`src/rtl/lfp_q6_11_pkg.sv`:
```
// Shared Q6.11 fixed-point types and constants for the LSTM datapath stages.
// Also holds the state encoding of the dot-product engine.
package lfp_q6_11_pkg;

    localparam int Q_W    = 18;
    localparam int Q_FRAC = 11;

    typedef logic signed [Q_W-1:0] q6_11_t;

    localparam q6_11_t Q_MAX = 18'sd131071;
    localparam q6_11_t Q_MIN = -18'sd131072;

    typedef enum logic [1:0] {
        IDLE,
        ACCUM,
        FINAL,
        OUT
    } state_t;

endpackage

```
`src/rtl/lfp_dot_acc_q6_11_if.sv`:
```
// Start/beat/result handshake bundle of the Q6.11 dot-product engine.
interface lfp_dot_acc_q6_11_if
    import lfp_q6_11_pkg::*;
#(
    parameter int DW = Q_W
);

    logic                 start;
    logic signed [DW-1:0] bias_q;
    logic                 in_valid;
    logic                 in_ready;
    logic signed [DW-1:0] x_q;
    logic signed [DW-1:0] w_q;
    logic                 out_valid;
    logic                 out_ready;
    logic signed [DW-1:0] out_q;
    logic                 out_sat;
    logic                 busy;

    modport slave (
        input  start, bias_q, in_valid, x_q, w_q, out_ready,
        output in_ready, out_valid, out_q, out_sat, busy
    );

    modport master (
        output start, bias_q, in_valid, x_q, w_q, out_ready,
        input  in_ready, out_valid, out_q, out_sat, busy
    );

endinterface

```
`src/rtl/lfp_round_sat_q6_11.sv`:
```
// Rounds a wide accumulator (FRAC extra fraction bits) half toward +inf
// and saturates it into a DW-bit signed result.
module lfp_round_sat_q6_11
    import lfp_q6_11_pkg::*;
#(
    parameter int ACC_W = 48,
    parameter int DW    = Q_W,
    parameter int FRAC  = Q_FRAC
) (
    input  logic signed [ACC_W-1:0] acc,
    output logic signed [DW-1:0]    q,
    output logic                    sat
);

    localparam logic signed [ACC_W-1:0] HALF  = ACC_W'(1) << (FRAC - 1);
    localparam logic signed [ACC_W-1:0] MAX_V = (ACC_W'(1) << (DW - 1)) - ACC_W'(1);
    localparam logic signed [ACC_W-1:0] MIN_V = ~MAX_V;

    logic signed [ACC_W-1:0] rounded;

    // NOTE: every output gets a default first so no path can infer a latch.
    always_comb begin
        rounded = (acc + HALF) >>> FRAC;
        q       = rounded[DW-1:0];
        sat     = 1'b0;
        if (rounded > MAX_V) begin
            q   = MAX_V[DW-1:0];
            sat = 1'b1;
        end else if (rounded < MIN_V) begin
            q   = MIN_V[DW-1:0];
            sat = 1'b1;
        end
    end

endmodule

```
`src/rtl/lfp_dot_acc_q6_11.sv`:
```
// Sequential Q6.11 dot product: bias + sum(w*x) over VEC_LEN beats, then
// round/saturate to Q6.11 and hold it on a valid/ready output.
module lfp_dot_acc_q6_11
    import lfp_q6_11_pkg::*;
#(
    parameter int VEC_LEN = 16,
    parameter int DW      = Q_W,
    parameter int FRAC    = Q_FRAC,
    parameter int ACC_W   = 48
) (
    input  logic                clk,
    input  logic                rst_n,
    lfp_dot_acc_q6_11_if.slave  bus
);

    localparam int                CNT_W = (VEC_LEN > 1) ? $clog2(VEC_LEN) : 1;
    localparam logic [CNT_W-1:0]  LAST  = CNT_W'(VEC_LEN - 1);

    state_t                  state, state_nxt;
    logic signed [ACC_W-1:0] acc;
    logic [CNT_W-1:0]        cnt;
    logic signed [2*DW-1:0]  prod;
    logic signed [ACC_W-1:0] prod_ext;
    logic signed [ACC_W-1:0] bias_ext;
    logic signed [DW-1:0]    rs_q;
    logic                    rs_sat;
    logic signed [DW-1:0]    out_q_r;
    logic                    out_sat_r;
    logic                    beat;

    // Full-width product; nothing is dropped before accumulation.
    assign prod     = (2*DW)'(bus.x_q) * (2*DW)'(bus.w_q);
    assign prod_ext = {{(ACC_W-2*DW){prod[2*DW-1]}}, prod};
    assign bias_ext = {{(ACC_W-DW-FRAC){bus.bias_q[DW-1]}}, bus.bias_q, {FRAC{1'b0}}};
    assign beat     = (state == ACCUM) && bus.in_valid;

    // NOTE: sequential state uses non-blocking assignments so all flops update together.
    always_ff @(posedge clk or negedge rst_n) begin
        if (!rst_n) state <= IDLE;
        else        state <= state_nxt;
    end

    always_comb begin
        state_nxt    = state;
        bus.in_ready  = 1'b0;
        bus.out_valid = 1'b0;
        bus.busy      = (state != IDLE);
        case (state)
            IDLE:  if (bus.start) state_nxt = ACCUM;
            ACCUM: begin
                bus.in_ready = 1'b1;
                if (bus.in_valid && cnt == LAST) state_nxt = FINAL;
            end
            FINAL: state_nxt = OUT;
            OUT: begin
                bus.out_valid = 1'b1;
                if (bus.out_ready) state_nxt = IDLE;
            end
            default: state_nxt = IDLE;
        endcase
    end

    always_ff @(posedge clk or negedge rst_n) begin
        if (!rst_n) begin
            acc       <= '0;
            cnt       <= '0;
            out_q_r   <= '0;
            out_sat_r <= 1'b0;
        end else begin
            case (state)
                IDLE: if (bus.start) begin
                    acc <= bias_ext;
                    cnt <= '0;
                end
                ACCUM: if (beat) begin
                    acc <= acc + prod_ext;
                    cnt <= cnt + 1'b1;
                end
                FINAL: begin
                    out_q_r   <= rs_q;
                    out_sat_r <= rs_sat;
                end
                default: ;
            endcase
        end
    end

    lfp_round_sat_q6_11 #(
        .ACC_W (ACC_W),
        .DW    (DW),
        .FRAC  (FRAC)
    ) u_round_sat (
        .acc (acc),
        .q   (rs_q),
        .sat (rs_sat)
    );

    assign bus.out_q   = out_q_r;
    assign bus.out_sat = out_sat_r;

endmodule
```
`src/flat_wrapper.sv`:
```
// flat-port wrapper written by rule: the top's interface ports become plain ports
module lfp_dot_acc_q6_11_flat import lfp_q6_11_pkg::*;
#(
    parameter int VEC_LEN = 16,
    parameter int DW      = Q_W,
    parameter int FRAC    = Q_FRAC,
    parameter int ACC_W   = 48
)
  (clk, rst_n, bus_start, bus_bias_q, bus_in_valid, bus_x_q, bus_w_q, bus_out_ready, bus_in_ready, bus_out_valid, bus_out_q, bus_out_sat, bus_busy);
  lfp_dot_acc_q6_11_if #(.DW(DW)) bus_i ();
  input  logic clk;
  input  logic rst_n;
  input wire logic [$bits(bus_i.start)-1:0] bus_start;
  input wire logic [$bits(bus_i.bias_q)-1:0] bus_bias_q;
  input wire logic [$bits(bus_i.in_valid)-1:0] bus_in_valid;
  input wire logic [$bits(bus_i.x_q)-1:0] bus_x_q;
  input wire logic [$bits(bus_i.w_q)-1:0] bus_w_q;
  input wire logic [$bits(bus_i.out_ready)-1:0] bus_out_ready;
  output wire logic [$bits(bus_i.in_ready)-1:0] bus_in_ready;
  output wire logic [$bits(bus_i.out_valid)-1:0] bus_out_valid;
  output wire logic [$bits(bus_i.out_q)-1:0] bus_out_q;
  output wire logic [$bits(bus_i.out_sat)-1:0] bus_out_sat;
  output wire logic [$bits(bus_i.busy)-1:0] bus_busy;
  assign bus_i.start = bus_start;
  assign bus_i.bias_q = bus_bias_q;
  assign bus_i.in_valid = bus_in_valid;
  assign bus_i.x_q = bus_x_q;
  assign bus_i.w_q = bus_w_q;
  assign bus_i.out_ready = bus_out_ready;
  assign bus_in_ready = bus_i.in_ready;
  assign bus_out_valid = bus_i.out_valid;
  assign bus_out_q = bus_i.out_q;
  assign bus_out_sat = bus_i.out_sat;
  assign bus_busy = bus_i.busy;
  lfp_dot_acc_q6_11 #(.VEC_LEN(VEC_LEN), .DW(DW), .FRAC(FRAC), .ACC_W(ACC_W)) u_core (.clk(clk), .rst_n(rst_n), .bus(bus_i));
endmodule
```
`config.mk`:
```
export PLATFORM = sky130hd
export DESIGN_NAME = lfp_dot_acc_q6_11_flat
export DESIGN_NICKNAME = d
export VERILOG_FILES = /design/src/rtl/lfp_q6_11_pkg.sv /design/src/rtl/lfp_dot_acc_q6_11_if.sv /design/src/rtl/lfp_round_sat_q6_11.sv /design/src/rtl/lfp_dot_acc_q6_11.sv /design/src/flat_wrapper.sv
export SDC_FILE = /design/constraint.sdc
export NUM_CORES = 1
export LEC_CHECK = 0
export BUFFER_PORTS_ARGS = -buffer_cell sky130_fd_sc_hd__buf_4
export CAP_MARGIN = 30
export CELL_PAD_IN_SITES_DETAIL_PLACEMENT = 0
export CELL_PAD_IN_SITES_GLOBAL_PLACEMENT = 1
export CORE_UTILIZATION = 56
export CTS_BUF_LIST = sky130_fd_sc_hd__clkbuf_8
export DETAILED_ROUTE_END_ITERATION = 10
export PLACE_DENSITY = 0.95
export RECOVER_POWER = 50
export SLEW_MARGIN = 20
export SYNTH_ARGS = -nofsm -noshare
export SYNTH_HDL_FRONTEND = slang
export SYNTH_SLANG_ARGS = --single-unit
```
`constraint.sdc`:
```
create_clock -name clk -period 9.6 [get_ports clk]
set_input_delay 1.44 -clock clk [delete_from_list [all_inputs] [get_ports clk]]
set_output_delay 1.44 -clock clk [all_outputs]
set_load 0.02 [all_outputs]
```
==> impl_metrics.ini, run 1 <==
[status]
status = complete, but fails checks
violations = max-capacitance violations, max-slew violations

[placed_design]
port_buffers = 80
dp_cells = 2504
postPlaceCellArea_sq_mm = 0.0200
gp_congestion = 0.925
dp_hpwl_microns = 37500

[clock_tree]
hold_buffers = 0
clkTransAtPathRegs_ps = 70
numCtsBuffers = 9
cts_resized = 0
cts_tree = built
clk_latency_ps = 360
cts_root_buffer = clkbuf_8
htree_levels = 3
cts_setup_buffers = 0
cts.path.max_buffers = 2
clock_sinks = 73

[cells_and_area]
layout.nets = 2687
drive_gt1_frac = 0.0555
area.growth.synth_to_final_pct = 5.51
nFillCells = 2908
instances_no_fill = 2521
diodes = 0
final_area_sq_mm = 0.0202

[sta]
tns_ps = 0
max_freq_mhz = 118
clock_skew_ps = 5.96
rsz0062_at_grt = no
hold_viol = 0
period_needed_ps = 8510
worst_pin_slew_ps = 2970
period_share = 0.886
slew_viol_final = 56
finalSetupViolations = 0
slew_headroom = -0.978
whs_ps = 494

[setup_path]
crit_path_end_kind = flop
crit_fanout = 18
setup.worst_path.class = in -> reg
critPathArrivalTime_ps = 8750
cp-start-kind = primary input
required_ps = 9840

[floorplanning]
die-height_microns = 187
fp.dieArea_sq_mm = 0.0349
initial_core_util = 0.569
io_pins = 81
core_sq_mm = 0.0336
placementRows = 67
die_w_microns = 187

[yosys]
netlist.area_leader.share = 0.435
synth_area_sq_mm = 0.0191
synth.avg_cell_area_sq_um = 9.37
synth_area_leaders = fa_1 (44%), dfrtp_1 (9.5%), ha_1 (9.3%)
synth-edff-count = 0
synth_flop_cell = dfrtp_1
ys_ff_latch = 73
synth.most_common_cell = inv_1
ys_top_cells_by_count = inv_1 (455), fa_1 (416), nand2_1 (199)
synth_area_leader_cell = fa_1
netlist_instances = 2044
yosysUniqueCellTypes = 72
async_flop_share = 1.00
synth_seq_area_share = 0.0954
synth_warnings = 0
syn-num-nets = 2662

[detailed_routing]
wl_per_cell_microns = 17.4
ant_nets = 0
wirelength_microns = 43900
drtPass1Iterations = 5
viasPerCell = 5.56
num_vias = 14000
drc_errors = 0
first_iter_violations = 792

[global_route]
gr-usage-all-layers = 0.269
grt.overflow.total = 0
grt_pass1_wl_microns = 75900
grt_max_degree = 74
grt_antenna_before_repair = 0
grt_pass1_vias = 15300

[worst_hold_path]
min_path_type = reg -> reg

[job]
drv_cap = 1
[metal layers]
layer  global-route usage  part of all wire  wire, microns
met1                0.343              0.40          17500
met2                0.494              0.54          23700
met3               0.0201             0.031           1370
met4               0.0716             0.028           1220
met5                    0                 0              0
[logic make-up (layout without fill, tap and decap cells)]
| kind of cell | count (synthesis) | in the layout | synth area share |
|---|---|---|---|
| adder cells (fa/ha/maj) | 559 | 559 | 0.529 |
| AO/OA/AOI/OAI | 268 | 268 | 0.0877 |
| AND/OR/NAND/NOR | 526 | 526 | 0.142 |
| flip-flops | 73 | 73 | 0.0954 |
| multiplexers | 13 | 13 | 0.00680 |
| XOR/XNOR | 74 | 74 | 0.0339 |
| buffers and inverters | 531 | 560 | 0.106 |
[cell usage in the layout, fill, tap and decap left out, types with 8 or more instances in the layout]
master | netlist | final
xor2_1 | 21 | 21
clkbuf_1 | 62 | 13
and3_1 | 8 | 8
clkbuf_8 | 0 | 12
o21ai_0 | 90 | 90
o21a_1 | 9 | 9
nand3_1 | 20 | 20
o21ai_2 | 9 | 9
nand2_1 | 199 | 199
nor3_1 | 8 | 8
nand4_1 | 18 | 18
a21o_1 | 28 | 28
and2_1 | 177 | 177
fa_1 | 416 | 416
dfrtp_1 | 73 | 73
xnor2_1 | 53 | 53
nand2b_1 | 9 | 9
mux2i_1 | 13 | 13
ha_1 | 143 | 143
buf_4 | 1 | 73
inv_1 | 455 | 455
a21oi_1 | 63 | 63
nor2_1 | 58 | 58
[metrics by stage]
| step | setup WS (ps) | utilization |
|---|---|---|
| floorplan | 853 | - |
| global placement | 808 | 0.596 |
| detailed placement | 758 | 0.596 |
| CTS | 1120 | 0.602 |
| global route | 632 | 0.601 |
| finish | 1090 | 0.601 |
[path summary, 6_finish.rpt]
kind,start,slack (ps),cells after the start,endpoint
setup / recovery,bus_x_q[17],1090,24,u_core.acc[45]
min in group asynchronous,rst_n,1240,1,u_core.acc[40]
hold reg to reg,u_core.bus.out_sat,490,2,u_core.bus.out_sat
setup reg to reg,u_core.acc[10],3240,21,u_core.acc[28]
hold / removal,u_core.bus.out_sat,490,2,u_core.bus.out_sat
max in group asynchronous,rst_n,5020,2,u_core.acc[5]
[worst max-delay path, stage by stage]
cell and delay (ps):
buf_4 210, nand2_1 170, fa_1 600, inv_1 130, fa_1 510, inv_1 600
fa_1 540, inv_1 90, fa_1 430, fa_1 480, fa_1 490, ha_1 300
ha_1 400, o21ai_0 250, o21ai_0 210, a311oi_1 300, o211a_1 270, nor3_2 100
a31oi_1 310, o21ai_1 160, a221oi_2 350, o21ai_0 170, xnor2_1 150, o21ai_1 70
[state kept, by name, summed over array words and instances, names as in the netlist]
name and count:
u_core.cnt 4, u_core.acc 48, u_core.state 2, u_core.bus.out_q 18
u_core.bus.out_sat 1
[area by class of cell]
type | count | area [sq um] | share of cell area
timing repair buffer | 88 | 623 | 0.0309
inverter | 457 | 1720 | 0.0849
clock buffer | 12 | 165 | 0.00818
sequential | 73 | 1830 | 0.0904
clock inverter | 3 | 15.0 | 0.000743
multi-input combinational | 1440 | 15300 | 0.757
tap | 448 | 561 | 0.0278
Power of run 1 is left out: the tool's default activity adds up to more than one toggle a clock period on the data nets, which glitch-free logic cannot reach.
==> inputs of run 2 (changes only) <==
- RECOVER_POWER: 50 -> 25
==> impl_metrics.ini, run 2 (same netlist as run 1, synthesis figures left out) <==
[detailed_routing]
wirelength_microns = 43900
viasPerCell = 5.56
first_iter_violations = 799
drtPass1Iterations = 5
num_vias = 14000
wl_per_cell_microns = 17.4
drc_errors = 0
ant_nets = 0

[sta]
period_share = 0.889
slew_headroom = -0.994
whs_ps = 496
finalSetupViolations = 0
period_needed_ps = 8530
rsz0062_at_grt = no
hold_viol = 0
tns_ps = 0
slew_viol_final = 56
worst_pin_slew_ps = 2990
clock_skew_ps = 7.80
max_freq_mhz = 117

[floorplanning]
die_w_microns = 187
io_pins = 81
initial_core_util = 0.569
fp.dieArea_sq_mm = 0.0349
placementRows = 67
die-height_microns = 187
core_sq_mm = 0.0336

[clock_tree]
htree_levels = 3
cts_root_buffer = clkbuf_8
numCtsBuffers = 9
cts_setup_buffers = 0
cts.path.max_buffers = 2
clock_sinks = 73
cts_resized = 0
cts_tree = built
hold_buffers = 0
clk_latency_ps = 350
clkTransAtPathRegs_ps = 70

[setup_path]
critPathArrivalTime_ps = 8770
reg2reg_to = u_core.acc[28]
crit_fanout = 18
critical_path.slowest_cell = fa_1
r2r_cells = 21
path_cells = buf_4, nand2_1, fa_1, inv_1, fa_1, inv_1, fa_1, inv_1, fa_1, fa_1, fa_1, ha_1, ha_1, o21ai_0, o21ai_0, a311oi_1, o211a_1, nor3_2, a31oi_1, o21ai_1, a221oi_2, o21ai_0, xnor2_1, o21ai_1
required_ps = 9840
crit_buf_inv = 4
crit_path_end_kind = flop
cpMostUsedCell = fa_1
path_delay_family = adder cells
r2r_start = u_core.acc[10]
reg2reg_slack_ps = 3220
critPathMaxStageDelay_ps = 600
cp-start-kind = primary input
setup.worst_path.class = in -> reg

[cells_and_area]
layout_commonest_cell = inv_1
area.growth.synth_to_final_pct = 5.73
top_register = u_core.acc
final_area_sq_mm = 0.0202
final_cell_mix = inv_1 (455), fa_1 (416), nand2_1 (199)
diodes = 0
layout.nets = 2687
largest_reg_flops = 48
drive_gt1_frac = 0.0608

[global_route]
gr-usage-all-layers = 0.269
grt_pass1_vias = 15300
grt.overflow.total = 0
grt_max_degree = 74
grt_pass1_wl_microns = 75900
grt_antenna_before_repair = 0

[status]
status = complete, but fails checks
violations = max-capacitance violations, max-slew violations

[placed_design]
postPlaceCellArea_sq_mm = 0.0200
gp_congestion = 0.925
dp_hpwl_microns = 37500
port_buffers = 80

[worst_hold_path]
hp-start = u_core.bus.out_sat
min_path_type = reg -> reg
holdPathStages = 2
hold_end = u_core.bus.out_sat

[job]
drv_cap = 1
## run 2: cell count changes in the layout (fill, tap and decap cells not counted), sizes merged
| cell | previous run | this run |
|---|---|---|
| buf | 75 | 86 |
| clkbuf | 25 | 14 |
## run 2: cell type report
| cell class | count | area (sq um) |
|---|---|---|
| well taps | 448 | 561 |
| clock buffers | 12 | 165 |
| flip-flops and latches | 73 | 1830 |
| repair buffers | 88 | 664 |
| multi-input cells | 1440 | 15300 |
| clock inverters | 3 | 15.0 |
| inverters | 457 | 1720 |
| fillers | 2899 | 13400 |
## run 2: worst max-delay path by stage
| stage | startpoint | to | slack, ps | cells past startpoint |
|---|---|---|---|---|
| final | bus_x_q[17] | u_core.acc[45] | 1070 | 24 |
| after global routing | bus_x_q[17] | u_core.acc[45] | 630 | 24 |
| after CTS | bus_x_q[17] | u_core.acc[45] | 1120 | 24 |
| after detailed placement | bus_x_q[17] | u_core.acc[45] | 760 | 24 |
| after global placement | bus_x_q[0] | u_core.acc[28] | 810 | 20 |
| after floorplan | bus_x_q[17] | u_core.acc[46] | 850 | 25 |
## run 2: metal layers
metal  part of all wire  global-route usage  vias up  wire length [microns]
li1                   -                   -     6300                      -
met1               0.40               0.343     7325                  17700
met2               0.54               0.494      307                  23700
met3              0.028              0.0201       83                   1240
met4              0.028              0.0716        0                   1240
met5                  0                   0        -                      0
## run 2: worst min-delay path: cells and delay by family (launching register included)
kind            cells  cell delay, ps
flops               1             350
simple gates        1              60
compound gates      1              60
## run 2: through the flow
stage	instances	worst slack [ps]	util
floorplan	2044	853	-
global placement	2503	808	0.596
detailed placement	2504	758	0.596
CTS	2519	1120	0.602
global route	2521	632	0.602
finish	2521	1070	0.602
Power of run 2 is left out for the same reason.
==> inputs of run 3 (changes only) <==
- REMOVE_ABC_BUFFERS: unset -> 1
==> impl_metrics.ini, run 3 (same netlist as run 1, synthesis figures left out) <==
[status]
status = complete, but fails checks
violations = max-capacitance violations, max-slew violations

[detailed_routing]
wl_per_cell_microns = 17.9
ant_nets = 0
drc_errors = 0
first_iter_violations = 864
num_vias = 13900
drtPass1Iterations = 6
wirelength_microns = 45100
viasPerCell = 5.52

[setup_path]
crit_path_end_kind = flop
cp-start-kind = primary input
critPathArrivalTime_ps = 8820
crit_fanout = 18
required_ps = 9840
setup.worst_path.class = in -> reg
reg2reg_to = u_core.acc[46]
r2r_cells = 22
r2r_start = u_core.acc[10]
reg2reg_slack_ps = 3370

[sta]
period_share = 0.894
period_needed_ps = 8580
max_freq_mhz = 117
hold_viol = 0
tns_ps = 0
slew_headroom = -0.430
clock_skew_ps = 16.3
slew_viol_final = 76
worst_pin_slew_ps = 2150
finalSetupViolations = 0
rsz0062_at_grt = no
whs_ps = 513

[clock_tree]
numCtsBuffers = 9
cts_tree = built
clock_sinks = 73
hold_buffers = 0
clkTransAtPathRegs_ps = 80
clk_latency_ps = 360
htree_levels = 3
cts_resized = 0
cts.path.max_buffers = 2
cts_root_buffer = clkbuf_8
cts_setup_buffers = 0

[cells_and_area]
final_core_util = 0.603
diodes = 0
top_register = u_core.acc
layout.nets = 2688
drive_gt1_frac = 0.0617
final_area_sq_mm = 0.0203
final_cell_mix = inv_1 (455), fa_1 (416), nand2_1 (199)
largest_reg_flops = 48
area.growth.synth_to_final_pct = 5.84
layout_commonest_cell = inv_1

[placed_design]
gp_congestion = 0.931
port_buffers = 80
dp_hpwl_microns = 38200
postPlaceCellArea_sq_mm = 0.0201

[floorplanning]
placementRows = 67
fp.dieArea_sq_mm = 0.0349
io_pins = 81
die_w_microns = 187
die-height_microns = 187
core_sq_mm = 0.0336
initial_core_util = 0.569

[worst_hold_path]
holdPathStages = 1
hp-start = u_core.acc[1]
min_path_type = reg -> reg
hold_end = u_core.acc[1]

[global_route]
gr-usage-all-layers = 0.277
grt_busiest_layer = met2
grt.overflow.total = 0
grt_antenna_before_repair = 0
met1_usage = 0.361
grt_use_met2 = 0.496
grt_pass1_vias = 15400
grt_use_met3 = 0.0319
grt_max_degree = 74
grt_pass1_wl_microns = 77500

[job]
drv_cap = 2
-- run 3: changes by cell type in the layout (fill, tap and decap cells not counted), sizes merged --
cell,change
clkbuf,-2
clkinvlp,+2
bufinv,+1
inv,+1
-- run 3: final cells by class --
type	count	area, sq um
inverters	457	1720
multi-input cells	1440	15300
clock buffers	9	124
clock inverters	7	68.8
well taps	448	561
fillers	2909	13400
repair buffers	89	673
flip-flops and latches	73	1830
-- run 3: through the flow --
stage | std cells | setup slack (ps)
finish | 2523 | 1020
floorplan | 1970 | 1420
CTS | 2521 | 1090
global route | 2523 | 520
global placement | 2503 | 699
detailed placement | 2505 | 711
-- run 3: critical path, stage by stage --
cell	delay (ps)
buf_4	200
nand2_1	160
fa_1	620
inv_1	130
fa_1	500
inv_1	600
fa_1	540
inv_1	100
fa_1	450
fa_1	470
fa_1	490
ha_1	300
ha_1	400
o21ai_0	240
o21ai_0	200
a211oi_1	580
nor3_2	170
a31oi_1	290
o21ai_1	150
a221oi_2	360
o21ai_0	180
xnor2_1	160
o21ai_1	70
-- run 3: worst max-delay path by stage --
| stage | startpoint | to | slack [ps] | cells past startpoint |
|---|---|---|---|---|
| after floorplan | bus_w_q[0] | u_core.acc[46] | 1420 | 23 |
| after global placement | bus_w_q[2] | u_core.acc[28] | 700 | 25 |
| after detailed placement | bus_x_q[17] | u_core.acc[46] | 710 | 24 |
| after CTS | bus_x_q[17] | u_core.acc[46] | 1090 | 24 |
| after global routing | bus_x_q[17] | u_core.acc[46] | 520 | 24 |
| final | bus_w_q[0] | u_core.acc[45] | 1020 | 23 |
-- run 3: routing by layer --
| metal | vias up | share of wire |
|---|---|---|
| met5 | - | 0 |
| met4 | 0 | 0.018 |
| met3 | 60 | 0.042 |
| met2 | 327 | 0.53 |
| met1 | 7243 | 0.41 |
| li1 | 6306 | - |
Power of run 3 is left out for the same reason.
